<file path="config.mk">
export PLATFORM = sky130hd
export DESIGN_NAME = dmem_lsu
export DESIGN_NICKNAME = d
export VERILOG_FILES = /design/src/rtl/dmem_lsu_pkg.sv /design/src/rtl/dmem_lsu_align.sv /design/src/rtl/dmem_lsu.sv
export SDC_FILE = /design/constraint.sdc
export NUM_CORES = 1
export LEC_CHECK = 0
export CORE_ASPECT_RATIO = 1.5
export CORE_UTILIZATION = 46
export DETAILED_ROUTE_END_ITERATION = 8
export PLACE_DENSITY = 0.81
export SYNTH_ARGS = -nofsm -noshare
export SYNTH_HDL_FRONTEND = slang
export SYNTH_SLANG_ARGS = --single-unit
</file>
<file path="constraint.sdc">
create_clock -name CLK -period 2.35 [get_ports CLK]
set_input_delay 0.47 -clock CLK [delete_from_list [all_inputs] [get_ports CLK]]
set_output_delay 0.47 -clock CLK [all_outputs]
set_load 0.02 [all_outputs]
</file>
<file path="src/rtl/dmem_lsu_pkg.sv">
// Shared types and helpers for the data-memory load/store unit.
package dmem_lsu_pkg;

  typedef enum logic [1:0] {
    IDLE  = 2'd0,
    READ  = 2'd1,
    WRITE = 2'd2,
    DONE  = 2'd3
  } lsu_state_e;

  localparam logic [1:0] SZ_BYTE = 2'b00;
  localparam logic [1:0] SZ_HALF = 2'b01;
  localparam logic [1:0] SZ_WORD = 2'b10;

  // Size 11 has no legal encoding, so it is reported as misaligned.
  function automatic logic is_misaligned(input logic [1:0] size, input logic [1:0] addr_lo);
    case (size)
      SZ_BYTE: return 1'b0;
      SZ_HALF: return addr_lo[0];
      SZ_WORD: return |addr_lo;
      default: return 1'b1;
    endcase
  endfunction

endpackage

</file>
<file path="src/rtl/dmem_lsu_align.sv">
// Combinational lane logic: load extract/extend and sub-word store merge (little-endian).
module dmem_lsu_align
  import dmem_lsu_pkg::*;
(
  input  logic [1:0]  size,
  input  logic [1:0]  addr_lo,
  input  logic        is_unsigned,
  input  logic [31:0] mem_word,
  input  logic [31:0] wdata,
  output logic [31:0] load_data,
  output logic [31:0] store_word
);

  logic [4:0]  lane_shift;
  logic [7:0]  byte_sel;
  logic [15:0] half_sel;

  assign lane_shift = {addr_lo, 3'b000};

  always_comb begin
    byte_sel = 8'(mem_word >> lane_shift);
    half_sel = addr_lo[1] ? mem_word[31:16] : mem_word[15:0];
    case (size)
      SZ_BYTE: load_data = {{24{~is_unsigned & byte_sel[7]}}, byte_sel};
      SZ_HALF: load_data = {{16{~is_unsigned & half_sel[15]}}, half_sel};
      default: load_data = mem_word;
    endcase
  end

  always_comb begin
    store_word = mem_word;
    case (size)
      SZ_BYTE: store_word[lane_shift +: 8] = wdata[7:0];
      SZ_HALF: begin
        if (addr_lo[1]) store_word[31:16] = wdata[15:0];
        else            store_word[15:0]  = wdata[15:0];
      end
      default: store_word = wdata;
    endcase
  end

endmodule

</file>
<file path="src/rtl/dmem_lsu.sv">
// Load/store unit driving a word-organised data memory; one access in flight at a time.
module dmem_lsu
  import dmem_lsu_pkg::*;
#(
  parameter int unsigned WORD_ADDR_W = 8
) (
  input  logic        CLK,
  input  logic        RST_N,
  input  logic        LSU_req,
  input  logic        LSU_we,
  input  logic [1:0]  LSU_size,
  input  logic        LSU_unsigned,
  input  logic [31:0] LSU_addr,
  input  logic [31:0] LSU_wdata,
  output logic        LSU_busy,
  output logic        LSU_done,
  output logic        LSU_misaligned,
  output logic [31:0] LSU_rdata,
  output logic [31:0] DMEM_address,
  output logic [31:0] DMEM_data_in,
  output logic        DMEM_mem_write,
  output logic        DMEM_mem_read,
  input  logic [31:0] DMEM_data_out
);

  lsu_state_e  state_q;
  logic        we_q;
  logic [1:0]  size_q;
  logic        unsigned_q;
  logic [1:0]  addr_lo_q;
  logic [31:0] wdata_q;

  logic [31:0] word_index;
  logic [31:0] load_data;
  logic [31:0] store_word;
  logic        unused_addr_bits;

  // Upper address bits are dropped so accesses wrap modulo the memory size.
  assign word_index       = 32'(LSU_addr[WORD_ADDR_W+1:2]);
  assign unused_addr_bits = ^LSU_addr[31:WORD_ADDR_W+2];

  dmem_lsu_align u_align (
    .size        (size_q),
    .addr_lo     (addr_lo_q),
    .is_unsigned (unsigned_q),
    .mem_word    (DMEM_data_out),
    .wdata       (wdata_q),
    .load_data   (load_data),
    .store_word  (store_word)
  );

  always_ff @(posedge CLK or negedge RST_N) begin
    if (!RST_N) begin
      state_q        <= IDLE;
      we_q           <= 1'b0;
      size_q         <= SZ_BYTE;
      unsigned_q     <= 1'b0;
      addr_lo_q      <= 2'b00;
      wdata_q        <= '0;
      LSU_busy       <= 1'b0;
      LSU_done       <= 1'b0;
      LSU_misaligned <= 1'b0;
      LSU_rdata      <= '0;
      DMEM_address   <= '0;
      DMEM_data_in   <= '0;
      DMEM_mem_write <= 1'b0;
      DMEM_mem_read  <= 1'b0;
    end else begin
      LSU_done       <= 1'b0;
      LSU_misaligned <= 1'b0;
      DMEM_mem_write <= 1'b0;
      DMEM_mem_read  <= 1'b0;
      unique case (state_q)
        IDLE: begin
          if (LSU_req) begin
            we_q         <= LSU_we;
            size_q       <= LSU_size;
            unsigned_q   <= LSU_unsigned;
            addr_lo_q    <= LSU_addr[1:0];
            wdata_q      <= LSU_wdata;
            DMEM_address <= word_index;
            LSU_busy     <= 1'b1;
            if (is_misaligned(LSU_size, LSU_addr[1:0])) begin
              state_q        <= DONE;
              LSU_done       <= 1'b1;
              LSU_misaligned <= 1'b1;
            end else if (!LSU_we || LSU_size != SZ_WORD) begin
              state_q       <= READ;
              DMEM_mem_read <= 1'b1;
            end else begin
              state_q        <= WRITE;
              DMEM_mem_write <= 1'b1;
              DMEM_data_in   <= LSU_wdata;
            end
          end
        end
        READ: begin
          // Read data is combinational, so the merge/extract uses it directly this cycle.
          if (we_q) begin
            state_q        <= WRITE;
            DMEM_mem_write <= 1'b1;
            DMEM_data_in   <= store_word;
          end else begin
            state_q   <= DONE;
            LSU_done  <= 1'b1;
            LSU_rdata <= load_data;
          end
        end
        WRITE: begin
          state_q  <= DONE;
          LSU_done <= 1'b1;
        end
        DONE: begin
          state_q  <= IDLE;
          LSU_busy <= 1'b0;
        end
      endcase
    end
  end

endmodule

</file>
=== Yosys cells after proc, flatten, opt, wreduce, memory -nomap -nowiden ===
Cells that the tools add are included.

* Output and inout port bits: 101
* Register bits: 117
* Logic and storage cells: 80

* $add $sub $neg: 1
* Bitwise gates (word level): 4
* Equality and inequality tests: 11
* Shifts and indexed selects: 3
* Reductions and logical operators: 12
* Multiplexer cells: 35

{| class="wikitable"
|+ Operators by type and width
! operator !! count
|-
| 32-bit one-hot mux with 2 select lines || 3
|-
| 32-bit 2-to-1 mux || 4
|-
| 16-bit 2-to-1 mux || 3
|-
| 32-bit bitwise mux || 1
|-
| 8-bit by 7-bit variable shift with 32-bit output (first input constant) || 1
|-
| 8-bit by 7-bit indexed part select with 32-bit output || 1
|-
| 32-bit by 5-bit >> shifter with 8-bit output || 1
|-
| 1-bit 2-to-1 mux || 16
|-
| 2-bit inequality test (second input constant) || 5
|-
| 2-bit one-hot mux with 4 select lines || 1
|-
| 5-bit negator with 7-bit output || 1
|-
| 2-bit by 1-bit equality test with 1-bit output (second input constant) || 3
|-
| 2-bit equality test (second input constant) || 3
|-
| 2-bit logical NOT || 3
|-
| 2-bit 2-to-1 mux || 3
|-
| 1-bit one-hot mux with 3 select lines || 2
|-
| 2-bit AND reduction || 3
|-
| 5-bit AND reduction || 1
|-
| 1-bit one-hot mux with 2 select lines || 2
|-
| 2-bit nonzero test || 2
|-
| 1-bit AND || 2
|-
| 1-bit NOT || 2
|-
| 2-bit OR reduction || 1
|-
| 1-bit logical NOT || 1
|-
| 1-bit logical OR || 1
|}

=== Depth between registers and ports, before layout ===
* Word-level depth: 7
* Mapped depth: 11
* Gate-level depth less buffers: 7

=== Modules after synthesis ===
Synthesis repeated with hierarchy kept, for this count alone.

* Cell total of the unflattened synthesis: 617
* Area, all modules: 6672.6 um^2

{| class="wikitable"
|+ By module, submodules not included
! module !! cells an instance !! area each (um^2) !! instances
|-
| dmem_lsu || 376 || 4989.8 || 1
|-
| dmem_lsu_align || 241 || 1682.9 || 1
|}

=== Worst setup path before layout ===
Ideal clock, no wire load.

* Kind: reg-to-reg
* From: register addr_lo_q[1]
* To: register DMEM_data_in[24]
* Arrival: 1.921 ns
* Cell stages (with the launch flop): 9
* Required time: 2.255 ns
* Setup time: 0.095 ns
* Setup slack: 0.334 ns
* Period minus slack after synthesis: 2.016 ns
* Cells stage by stage: dfrtp_1 buf_4 inv_4 ha_1 nand4bb_1 nor2_1 a221o_1 a21oi_1 o31ai_1

* Word-level cells in the longest chain between the ends: 6

{| class="wikitable"
|+ RTL lines
! element !! RTL line !! source
|-
| start: declaration || dmem_lsu.sv:30 || <nowiki>logic [1:0] addr_lo_q;</nowiki>
|-
| start signal: assignment || dmem_lsu.sv:79 || <nowiki>addr_lo_q <= LSU_addr[1:0];</nowiki>
|-
| 5-bit negator with 7-bit output || dmem_lsu_align.sv:33 || <nowiki>SZ_BYTE: store_word[lane_shift +: 8] = wdata[7:0];</nowiki>
|-
| 8-bit by 7-bit indexed part select with 32-bit output or 8-bit by 7-bit variable shift with 32-bit output (tied branches) || dmem_lsu_align.sv:33 ||
|-
| 32-bit bitwise mux || dmem_lsu_align.sv:33 ||
|-
| 32-bit one-hot mux with 2 select lines (*) || dmem_lsu_align.sv:32 || <nowiki>case (size)</nowiki>
|-
| 32-bit 2-to-1 mux (*) || dmem_lsu.sv:99 || <nowiki>if (we_q) begin</nowiki>
|-
| 32-bit one-hot mux with 2 select lines (*) || dmem_lsu.sv:73 || <nowiki>unique case (state_q)</nowiki>
|-
| end signal: assignment || dmem_lsu.sv:93 || <nowiki>DMEM_data_in <= LSU_wdata;</nowiki>
|-
| end signal: assignment || dmem_lsu.sv:102 || <nowiki>DMEM_data_in <= store_word;</nowiki>
|-
| end: declaration || dmem_lsu.sv:20 || <nowiki>output logic [31:0] DMEM_data_in,</nowiki>
|}

Mark *: on every way between the ends. The rest lies on a longest branch, timed or not. The select of a mux whose other input is x is not followed.
A chain may end at the register's enable or synchronous reset.

=== Worst setup path in the final report ===
* From: register size_q[0]
* To: register DMEM_data_in[5]

* Word-level cells in the longest chain between the ends: 4

{| class="wikitable"
|+ RTL lines
! element !! RTL line !! source
|-
| start: declaration || dmem_lsu.sv:28 || <nowiki>logic [1:0] size_q;</nowiki>
|-
| start signal: assignment || dmem_lsu.sv:77 || <nowiki>size_q <= LSU_size;</nowiki>
|-
| 2-bit by 1-bit equality test with 1-bit output or 2-bit logical NOT (tied branches) || dmem_lsu_align.sv:32 ||
|-
| 32-bit one-hot mux with 2 select lines (*) || dmem_lsu_align.sv:32 ||
|-
| 32-bit 2-to-1 mux (*) || dmem_lsu.sv:99 ||
|-
| 32-bit one-hot mux with 2 select lines (*) || dmem_lsu.sv:73 ||
|}

Marked as above.

==> out/qor.yml <==
sta:
  worst_slew_pin_slew_ns: 0.6158
  skew_ns: 0.006398
  fmax_ghz: 0.4563
  finalCritPeriodShare_pct: 93.26
  rsz0062_at_grt: "no"
  fin_crit_ns: 2.192
  drv_slew: 0
  hold_viol_final: 0
  setup_violations: 0
  setup_tns_ns: 0
  slew_headroom_pct: 58.81
setup_path:
  endpoint_kind: "flop"
  r2r-end: "DMEM_data_in[5]"
  crit_arrival_ns: 2.49
  r2r_cells: 4
  crit_path_start_kind: "flop"
  r2r-start: "size_q[0]"
  crit_fanout: 10
  r2r_setup_slack_ns: 0.16
  startpoint: "size_q[0]"
  critPathKind: "flop to flop"
  cp-endpoint: "DMEM_data_in[5]"
  cp_data_required_time_ns: 2.65
logic_synthesis:
  netlist-cell-type-count: 43
  ys_top_cells_by_area: "dfrtp_1 48%, mux2_2 8.3%, nand2_1 5.0%, nand3_1 3.7%, o31ai_1 3.7%"
  ys_seq_elements: 117
  synth_flop_cell: "dfrtp_1"
  syn-cell-area_um2: 6082
  synth_top_area_cell: "dfrtp_1"
  synth_top_area_share_pct: 48.14
  netlist_instances: 600
  synth.most_common_cell: "dfrtp_1"
  syn_avg_cell_area_um2: 10.14
  yosys-top-cells-count: "117 x dfrtp_1, 81 x nand2_1, 56 x nor2_1"
  synth-edff-count: 0
  yosys_warnings: 0
  yosysSeqAreaShare_pct: 48.14
  synth-async-reset-ratio_pct: 100.0
floorplanning:
  dieArea_um2: 13700
  core_um2: 12950
  io_pins: 204
  fp.dieH_um: 142.8
  row_count: 51
  die_x_um: 95.89
  start_util_pct: 46.95
grt:
  grt_first_pass_wirelength_mm: 30.05
  grtUsageTotal_pct: 29.80
  antenna_found_initial: 0
  overflow: 0
  grt_max_degree: 64
  grt_pass1_vias: 5551
detailed_routing:
  drc: 0
  vias: 5613
  wl_per_cell_um: 20.90
  detail-route-antenna-nets: 0
  first_pass_iters: 5
  via_per_inst: 6.010
  wl_mm: 19.52
  drt-initial-drc-count: 480
layout:
  syn_to_final_growth_pct: 38.41
  fin_nets: 875
  diodes: 0
  final_cells: 934
  fill_cells: 1012
  drive_gt1_share_pct: 15.87
  multiInputGateArea_um2: 2850
  register_area_um2: 2929
outcome:
  status: "finished, final reports clean"
pwr:
  power_mw: 13.15
  clockPowerShare_pct: 19.0
  total_leakage_power_nw: 3.662
  sw_frac_of_total_pct: 41.48
  pwr-share-comb_pct: 51.8
  p_switching_mw: 5.453
  seq_power_share_pct: 29.2
  p_per_area_nw_per_um2: 1562
  intPower_mw: 7.693
  ir_drop_mv: 0.7869
clock_network:
  holdBufCountCts: 0
  cts_root_buf: "clkbuf_16"
  numCtsBuffers: 17
  clk_pin_slew_ns: 0.06
  clk_path_buf_depth: 2
  cts_max_level: 4
  clock_sinks: 117
  clk_latency_ns: 0.41
  cts_tree: "built"
placement:
  place.detailed.hpwl_mm: 14.49
  port_buffers: 157
  gp_congestion: 0.8823
  placed_cells: 903
run:
  drv_cap: 0
hold_path:
  worstHoldPathType: "input port to asynchronous set/reset pin"
-- worst min-delay path by stage --
stage,from,end,slack (ns),depth (start not counted)
floorplan,RST_N,DMEM_address[0],0.17,0
finish,RST_N,DMEM_data_in[20],0.02,1
CTS,RST_N,DMEM_data_in[20],0.03,1
global placement,RST_N,DMEM_data_in[23],0.44,1
global route,RST_N,DMEM_data_in[23],0.05,1
detailed placement,RST_N,DMEM_data_in[20],0.45,1
-- metrics by stage --
| step | setup slack (ns) | hold slack (ns) | instance area (um^2) | utilization, % |
|---|---|---|---|---|
| floorplan | 0.3337 | 0.1744 | 6168 | - |
| finish | 0.1583 | 0.01928 | 8418 | 64.99 |
| global placement | 0.1893 | 0.4436 | 7833 | 60.47 |
| global route | 0.04787 | 0.04676 | 8418 | 64.99 |
| detailed placement | 0.1296 | 0.4501 | 7833 | 60.47 |
| CTS | 0.1319 | 0.02740 | 8407 | 64.90 |
-- cells by family after synthesis --
group,share of synthesized area (%)
AND/OR/NAND/NOR,14.28
adder cells (fa/ha/maj),1.852
other,0.06166
flip-flops,48.14
buffers and inverters,6.686
multiplexers,12.57
AO/OA/AOI/OAI,16.42
-- cells in the final DEF (no fill, tap or decap), types with 2 or more instances in the layout --
cell type,count
dfrtp_1,116
buf_12,4
inv_1,9
clkbuf_8,3
nand2_1,80
a211oi_1,2
o221ai_1,8
a21o_1,2
o31ai_1,30
o21ai_0,12
nor3_1,7
clkbuf_16,17
a21oi_1,41
bufinv_16,2
nor3b_1,2
a221oi_1,11
clkinv_2,8
conb_1,24
a22o_1,2
mux4_2,7
mux2i_1,10
nor2_1,55
a21oi_2,2
clkdlybuf4s50_1,156
buf_4,24
a221o_1,19
a211oi_2,2
ha_1,9
nand4_1,2
nand3_1,45
mux2_2,45
nand2b_1,2
-- state kept, by name (all words and copies together) (netlist names) --
register,cells
LSU_rdata,32
we_q,1
unsigned_q,1
DMEM_mem_read,1
DMEM_data_in,32
LSU_done,1
DMEM_mem_write,1
addr_lo_q,2
DMEM_address,8
wdata_q,32
size_q,2
LSU_busy,1
state_q,2
LSU_misaligned,1
-- per-layer routing --
layer  vias to the layer above  part of all wire (%)  wire length [um]  global-route usage (%)
met1                      2766                    36              7025                   34.79
met3                        67                   7.5              1462                   5.005
met2                       313                    52             10130                   51.77
met5                         -                     0                 0                       0
li1                       2467                     -                 -                       -
met4                         0                   4.6               898                   15.08
-- power groups by stage --
stage,sequential (mW),combinational (mW),clock [mW]
final,3.84,6.80,2.50
after global routing,3.93,7.32,2.63
after global placement,3.79,6.51,0
after floorplan,4.34,3.52,0
after detailed placement,3.84,6.72,0
after CTS,3.83,6.78,2.53
-- cell type report --
type                            instances  share of cell area, %
Sequential cell                       117                  34.79
Multi-Input combinational cell        432                  33.86
Timing Repair Buffer                  184                  21.64
Clock buffer                           20                  5.544
Tap cell                              159                  2.363
Clock inverter                         11                  1.278
Inverter                               11                 0.5202
-- critical path: stages, from the launching register on --
cell	delay [ns]
dfrtp_1	0.53
or2_1	0.42
o41ai_4	0.62
a221oi_1	0.20
o31ai_1	0.31
-- repair_timing --
item,in CTS,in global routing
setup endpoints to repair,0,3
buffers inserted,0,0
resized for setup,0,1
Note: power is estimated with default switching activity, not from simulation.
